<file path="src/rtl/tl_ad_buffer.sv">
// tl_ad_buffer: registered TileLink-UL A/D channel buffer with an
// outstanding-transaction limiter, placed in front of the memory-side width
// widget.
//
// Ports:
//   clock, reset                   clock and synchronous active-low reset
//   auto_in_a_*                    upstream A request (valid/ready + bits)
//   auto_out_a_*                   downstream A request, from A queue head
//   auto_out_d_*                   downstream D response (valid/ready + bits)
//   auto_in_d_*                    upstream D response, from D queue head
//
// Build option: define TL_AD_BUFFER_FLOW_EN for 0-cycle pass-through when a
// queue is empty; undefined gives a strict 1-cycle registered path.

// FIFO queue: ready is a function of registered occupancy only.
module tl_ad_buffer_queue #(
  parameter int unsigned DEPTH = 2,
  parameter int unsigned WIDTH = 1
) (
  input  logic             clock,
  input  logic             reset,
  input  logic             enq_valid,
  output logic             enq_ready,
  input  logic [WIDTH-1:0] enq_bits,
  output logic             deq_valid,
  input  logic             deq_ready,
  output logic [WIDTH-1:0] deq_bits
);
  localparam int unsigned PW = (DEPTH > 1) ? $clog2(DEPTH) : 1;
  localparam int unsigned CW = $clog2(DEPTH + 1);

  logic [WIDTH-1:0] mem [DEPTH];
  logic [PW-1:0]    wr_ptr, rd_ptr;
  logic [CW-1:0]    count;
  logic             empty, full, enq_fire, deq_fire, push, pop;

  assign empty     = (count == '0);
  assign full      = (count == CW'(DEPTH));
  assign enq_ready = reset && !full;
  assign enq_fire  = enq_valid && enq_ready;
  assign deq_fire  = deq_valid && deq_ready;

`ifdef TL_AD_BUFFER_FLOW_EN
  // Empty queue forwards the incoming beat; it is stored only if not consumed.
  assign deq_valid = !empty || enq_fire;
  assign deq_bits  = empty ? enq_bits : mem[rd_ptr];
  assign push      = enq_fire && !(empty && deq_fire);
  assign pop       = deq_fire && !empty;
`else
  assign deq_valid = !empty;
  assign deq_bits  = mem[rd_ptr];
  assign push      = enq_fire;
  assign pop       = deq_fire;
`endif

  // Pointers and occupancy.
  always_ff @(posedge clock) begin
    if (!reset) begin
      wr_ptr <= '0;
      rd_ptr <= '0;
      count  <= '0;
    end else begin
      if (push) wr_ptr <= (wr_ptr == PW'(DEPTH - 1)) ? '0 : wr_ptr + PW'(1);
      if (pop)  rd_ptr <= (rd_ptr == PW'(DEPTH - 1)) ? '0 : rd_ptr + PW'(1);
      if (push && !pop)      count <= count + CW'(1);
      else if (!push && pop) count <= count - CW'(1);
    end
  end

  // Payload storage; contents are don't-care while empty.
  always_ff @(posedge clock) begin
    if (push) mem[wr_ptr] <= enq_bits;
  end
endmodule

module tl_ad_buffer #(
  parameter int unsigned A_DEPTH      = 2,
  parameter int unsigned D_DEPTH      = 2,
  parameter int unsigned MAX_INFLIGHT = 8
) (
  input  logic        clock,
  input  logic        reset,
  input  logic        auto_in_a_valid,
  output logic        auto_in_a_ready,
  input  logic [2:0]  auto_in_a_bits_opcode,
  input  logic [2:0]  auto_in_a_bits_param,
  input  logic [2:0]  auto_in_a_bits_size,
  input  logic [3:0]  auto_in_a_bits_source,
  input  logic [31:0] auto_in_a_bits_address,
  input  logic [7:0]  auto_in_a_bits_mask,
  input  logic [63:0] auto_in_a_bits_data,
  input  logic        auto_in_a_bits_corrupt,
  output logic        auto_out_a_valid,
  input  logic        auto_out_a_ready,
  output logic [2:0]  auto_out_a_bits_opcode,
  output logic [2:0]  auto_out_a_bits_param,
  output logic [2:0]  auto_out_a_bits_size,
  output logic [3:0]  auto_out_a_bits_source,
  output logic [31:0] auto_out_a_bits_address,
  output logic [7:0]  auto_out_a_bits_mask,
  output logic [63:0] auto_out_a_bits_data,
  output logic        auto_out_a_bits_corrupt,
  input  logic        auto_out_d_valid,
  output logic        auto_out_d_ready,
  input  logic [2:0]  auto_out_d_bits_opcode,
  input  logic [2:0]  auto_out_d_bits_size,
  input  logic [3:0]  auto_out_d_bits_source,
  input  logic        auto_out_d_bits_denied,
  input  logic [63:0] auto_out_d_bits_data,
  input  logic        auto_out_d_bits_corrupt,
  output logic        auto_in_d_valid,
  input  logic        auto_in_d_ready,
  output logic [2:0]  auto_in_d_bits_opcode,
  output logic [2:0]  auto_in_d_bits_size,
  output logic [3:0]  auto_in_d_bits_source,
  output logic        auto_in_d_bits_denied,
  output logic [63:0] auto_in_d_bits_data,
  output logic        auto_in_d_bits_corrupt
);
  typedef struct packed {
    logic [2:0]  opcode;
    logic [2:0]  param;
    logic [2:0]  size;
    logic [3:0]  source;
    logic [31:0] address;
    logic [7:0]  mask;
    logic [63:0] data;
    logic        corrupt;
  } a_beat_t;

  typedef struct packed {
    logic [2:0]  opcode;
    logic [2:0]  size;
    logic [3:0]  source;
    logic        denied;
    logic [63:0] data;
    logic        corrupt;
  } d_beat_t;

  // Index of the last beat of a message: beats(size) - 1, 0 for dataless ops.
  function automatic logic [3:0] last_idx(input logic has_data, input logic [2:0] size);
    if (!has_data || size <= 3'd3) return 4'd0;
    return 4'((5'd1 << (size - 3'd3)) - 5'd1);
  endfunction

  a_beat_t a_enq, a_deq;
  d_beat_t d_enq, d_deq;
  logic    a_q_ready, a_q_enq_valid, limit_block;
  logic    a_fire, d_fire, a_first, a_last, d_last, inc, dec;
  logic [3:0] a_beat, d_beat, inflight;

  // The limiter only gates the first beat, so a started burst always completes.
  assign limit_block     = (a_beat == 4'd0) && (inflight == 4'(MAX_INFLIGHT));
  assign a_q_enq_valid   = auto_in_a_valid && !limit_block;
  assign auto_in_a_ready = a_q_ready && !limit_block;

  assign a_fire  = auto_in_a_valid && auto_in_a_ready;
  assign d_fire  = auto_in_d_valid && auto_in_d_ready;
  assign a_first = (a_beat == 4'd0);
  assign a_last  = (a_beat == last_idx(!auto_in_a_bits_opcode[2], auto_in_a_bits_size));
  assign d_last  = (d_beat == last_idx(auto_in_d_bits_opcode == 3'd1, auto_in_d_bits_size));
  assign inc     = a_fire && a_first;
  assign dec     = d_fire && d_last;

  assign a_enq = '{opcode: auto_in_a_bits_opcode, param: auto_in_a_bits_param,
                   size: auto_in_a_bits_size, source: auto_in_a_bits_source,
                   address: auto_in_a_bits_address, mask: auto_in_a_bits_mask,
                   data: auto_in_a_bits_data, corrupt: auto_in_a_bits_corrupt};
  assign d_enq = '{opcode: auto_out_d_bits_opcode, size: auto_out_d_bits_size,
                   source: auto_out_d_bits_source, denied: auto_out_d_bits_denied,
                   data: auto_out_d_bits_data, corrupt: auto_out_d_bits_corrupt};

  tl_ad_buffer_queue #(.DEPTH(A_DEPTH), .WIDTH($bits(a_beat_t))) u_a_queue (
    .clock     (clock),
    .reset     (reset),
    .enq_valid (a_q_enq_valid),
    .enq_ready (a_q_ready),
    .enq_bits  (a_enq),
    .deq_valid (auto_out_a_valid),
    .deq_ready (auto_out_a_ready),
    .deq_bits  (a_deq)
  );

  tl_ad_buffer_queue #(.DEPTH(D_DEPTH), .WIDTH($bits(d_beat_t))) u_d_queue (
    .clock     (clock),
    .reset     (reset),
    .enq_valid (auto_out_d_valid),
    .enq_ready (auto_out_d_ready),
    .enq_bits  (d_enq),
    .deq_valid (auto_in_d_valid),
    .deq_ready (auto_in_d_ready),
    .deq_bits  (d_deq)
  );

  assign auto_out_a_bits_opcode  = a_deq.opcode;
  assign auto_out_a_bits_param   = a_deq.param;
  assign auto_out_a_bits_size    = a_deq.size;
  assign auto_out_a_bits_source  = a_deq.source;
  assign auto_out_a_bits_address = a_deq.address;
  assign auto_out_a_bits_mask    = a_deq.mask;
  assign auto_out_a_bits_data    = a_deq.data;
  assign auto_out_a_bits_corrupt = a_deq.corrupt;

  assign auto_in_d_bits_opcode  = d_deq.opcode;
  assign auto_in_d_bits_size    = d_deq.size;
  assign auto_in_d_bits_source  = d_deq.source;
  assign auto_in_d_bits_denied  = d_deq.denied;
  assign auto_in_d_bits_data    = d_deq.data;
  assign auto_in_d_bits_corrupt = d_deq.corrupt;

  // Beat tracking and in-flight accounting.
  always_ff @(posedge clock) begin
    if (!reset) begin
      a_beat   <= 4'd0;
      d_beat   <= 4'd0;
      inflight <= 4'd0;
    end else begin
      if (a_fire) a_beat <= a_last ? 4'd0 : a_beat + 4'd1;
      if (d_fire) d_beat <= d_last ? 4'd0 : d_beat + 4'd1;
      if (inc && !dec)      inflight <= inflight + 4'd1;
      else if (!inc && dec) inflight <= inflight - 4'd1;
    end
  end
endmodule

</file>
<file path="config.mk">
export PLATFORM = sky130hd
export DESIGN_NAME = tl_ad_buffer
export DESIGN_NICKNAME = d
export VERILOG_FILES = /design/src/rtl/tl_ad_buffer.sv
export SDC_FILE = /design/constraint.sdc
export NUM_CORES = 1
export LEC_CHECK = 0
export BUFFER_PORTS_ARGS = -buffer_cell sky130_fd_sc_hd__buf_2
export CAP_MARGIN = 20
export CORE_AREA = 2 2 171 173
export DETAILED_ROUTE_END_ITERATION = 8
export DIE_AREA = 0 0 173 175
export GPL_ROUTABILITY_DRIVEN = 0
export MAX_ROUTING_LAYER = met4
export PLACE_DENSITY = 0.79
export SYNTH_ARGS = -nofsm -noshare
export SYNTH_HDL_FRONTEND = slang
export SYNTH_SLANG_ARGS = --single-unit
</file>
<file path="constraint.sdc">
create_clock -name clock -period 16.8 [get_ports clock]
set_input_delay 1.68 -clock clock [delete_from_list [all_inputs] [get_ports clock]]
set_output_delay 1.68 -clock clock [all_outputs]
set_load 0.01 [all_outputs]
</file>
==> flow_summary.ini <==
[outcome]
status = complete, no violations

[logic_synthesis]
synth_top_area_frac = 0.758
synth_cell_types = 44
ys_async_sr_fraction = 0
synth_edf_count = 388
yosysTopAreaCell = edfxtp_1
yosysWarnings = 0
ys_seq_area_frac = 0.787
syn_inst = 775
avgSynthCellArea_sq_um = 19.8
ys_ff_latch = 410
synthTopCellsByCount = edfxtp_1 (388), mux2_2 (193), nor2_1 (30)
synth.most_common_cell = edfxtp_1
synth.area.top_cells = edfxtp_1 (76%), mux2_2 (14%), dfxtp_1 (2.9%)
syn-cell-area_sq_mm = 0.0154
ys.flop_type = edfxtp_1
synth_nets = 988

[critical_path]
cp-end-kind = flip-flop
critPathKind = reg -> reg
crit_chain = mux2_2, and2_1, ha_1, or3_1, ha_1, nor4b_1, a31oi_1, o32a_1, nor4b_4, nand2_1, ha_1, inv_1, ha_1, a21o_1, a21oi_1, xnor2_1, or3_1, a21oi_1
crit_fanout = 79
critPathSlowestCell = dfxtp_4
cp-start-kind = flip-flop
worst_ep_arrival_time_ns = 5.80
max_stage_delay_ns = 1.00
crit_top_cell = ha_1
required_ns = 17.24

[cells_and_area]
final_nets = 1411
fill_cells = 1943
drive_above_1_share = 0.546
final_util = 0.677
area.sequential_sq_mm = 0.0121
areaGrowthSynthToFinish_pct = 25.1
multiInputGateArea_sq_mm = 0.00314

[cts]
cts_resized = 0
cts_max_level = 2
holdBufCountCts = 0
root_buffer = clkbuf_16
cts.path.max_buffers = 3
clk_pin_slew_ns = 0.06
insertion_delay_ns = 0.52
cts_tree = done
cts_sinks = 410
cts_setup_buffers = 0
cts_made_buffers = 41

[timing]
whs_ns = 0.505
slew_violations = 0
setup_violations = 0
rsz0062_at_grt = no
period_needed_ns = 5.36
setup_slack_ns = 11.44
fin_crit_sh = 0.319
max_slew.worst_pin.slew_ns = 1.11
hold_viol_final = 0
max_freq_mhz = 187
skew_ns = 0.0143
tns_ns = 0
max_slew_margin = 0.261

[pwr]
pwr-share-comb = 0.229
p_total_w = 0.00289
netSwitchingFraction = 0.263
powerDensity_mw_per_mm2 = 150
internal_power_w = 0.00213
p_switching_w = 0.000760
ir_worst_vdd_mv = 0.103
clockPowerShare = 0.320
seqPwrFrac = 0.452
p_leak_nw = 7.16

[route]
wire_per_inst_microns = 19.3
vias = 8372
firstDrtPassIters = 4
drc = 0
drt_iter0_markers = 586
via_per_inst = 5.17
wl_microns = 31200
ant_nets = 0

[global_route]
grt_pass1_vias = 8792
grtUsageTotal = 0.209
grt_overflow = 0
grt_max_degree = 85
grt_pass1_wl_microns = 47100
antenna_found_initial = 8

[placed_design]
io_buffer_count = 397
dpl_worst_slack_ns = 11.38
hpwl_microns = 21300

[floorplanning]
dieHeight_microns = 175
die_x_microns = 173
start_util = 0.541
num_io_pins = 398
die-area_sq_mm = 0.0303
rows = 62
coreArea_sq_mm = 0.0284

[min_path]
holdCritPathClass = reg -> reg

[run]
max-cap-violations = 0
-- layer usage --
metal  global-route usage  part of all wire  vias to the layer above
met5                    -                 0                        -
met4               0.0699             0.025                        0
met3               0.0794              0.10                       60
met2                0.347              0.50                      372
met1                0.235              0.37                     4058
li1                     -                 -                     3882
-- cell usage in the layout, fill, tap and decap left out, types with 4 or more instances in the layout --
cell type / Yosys / final
o21ai_0: 6 / 6
ha_1: 12 / 12
clkbuf_16: 0 / 43
bufinv_16: 0 / 7
buf_4: 0 / 7
mux2_2: 193 / 193
nor2_4: 0 / 4
clkbuf_1: 20 / 12
or3_1: 6 / 6
a21oi_1: 8 / 8
nand2_1: 8 / 8
dfxtp_1: 22 / 20
edfxtp_1: 388 / 388
clkinv_1: 0 / 6
buf_2: 2 / 397
inv_1: 14 / 14
nor2_1: 30 / 26
xor2_1: 12 / 12
diode_2: 0 / 7
xnor2_1: 7 / 7
nand3_1: 5 / 5
-- cells by family (layout without fill, tap and decap cells) --
logic type / after synthesis / after routing / synth area share
XOR/XNOR: 19 / 19 / 0.0108
AO/OA/AOI/OAI: 29 / 29 / 0.0127
multiplexers: 196 / 196 / 0.144
flip-flops: 410 / 410 / 0.787
AND/OR/NAND/NOR: 68 / 68 / 0.0241
adder cells (fa/ha/maj): 13 / 13 / 0.0111
buffers and inverters: 40 / 493 / 0.0104
other: 0 / 7 / 0
-- worst max-delay path, delay by kind of cell, from the launching register on --
kind	cells	cell delay (ns)
fa+ha+maj	4	1.13
compound gates	5	0.79
xor+xnor	1	0.09
mux	1	0.45
simple gates	6	1.70
flops	1	1.00
buf+inv	1	0.12
-- worst paths after layout --
kind / start / endpoint / slack, ns / cells past startpoint
worst max-delay path: flip-flop / inflight[3]$_SDFFE_PN0P_ / 11.44 / 18
worst max register to register: flip-flop / inflight[3]$_SDFFE_PN0P_ / 11.44 / 18
worst min-delay path: inflight[3]$_SDFFE_PN0P_ / inflight[3]$_SDFFE_PN0P_ / 0.51 / 2
worst min register to register: inflight[3]$_SDFFE_PN0P_ / inflight[3]$_SDFFE_PN0P_ / 0.51 / 2
-- power by group through the flow --
stage               combinational, W  clock [W]  sequential, W
floorplan                   0.000449          0        0.00129
global placement            0.000658          0        0.00132
detailed placement          0.000666          0        0.00133
CTS                         0.000672   0.000944        0.00131
global route                0.000717   0.000983        0.00132
finish                      0.000662   0.000924        0.00131
-- area by class of cell --
type                    count  area share
clock buffers              55      0.0583
well taps                 384      0.0250
diodes                      7    0.000911
inverters                  16     0.00312
flip-flops and latches    410       0.629
multi-input cells         325       0.164
repair buffers            404       0.106
clock inverters            18      0.0137
-- registers in the layout (all words and copies together), names as in the netlist, named ones only --
| name | cells |
|---|---|
| u_a_queue.rd_ptr | 1 |
| u_d_queue.mem | 152 |
| u_d_queue.wr_ptr | 1 |
| u_a_queue.wr_ptr | 1 |
| d_beat | 4 |
| u_a_queue.mem | 236 |
| u_a_queue.count | 2 |
| u_d_queue.count | 2 |
| inflight | 4 |
| a_beat | 4 |
| u_d_queue.rd_ptr | 1 |
-- metrics by stage --
step	cell area [sq um]	cells
5_1_grt	19200	1619
3_5_place_dp	17800	1539
4_1_cts	19200	1612
3_3_place_gp	17800	1539
2_1_floorplan	15400	775
6_report	19200	1619
Note: power is estimated with default switching activity, not from simulation.
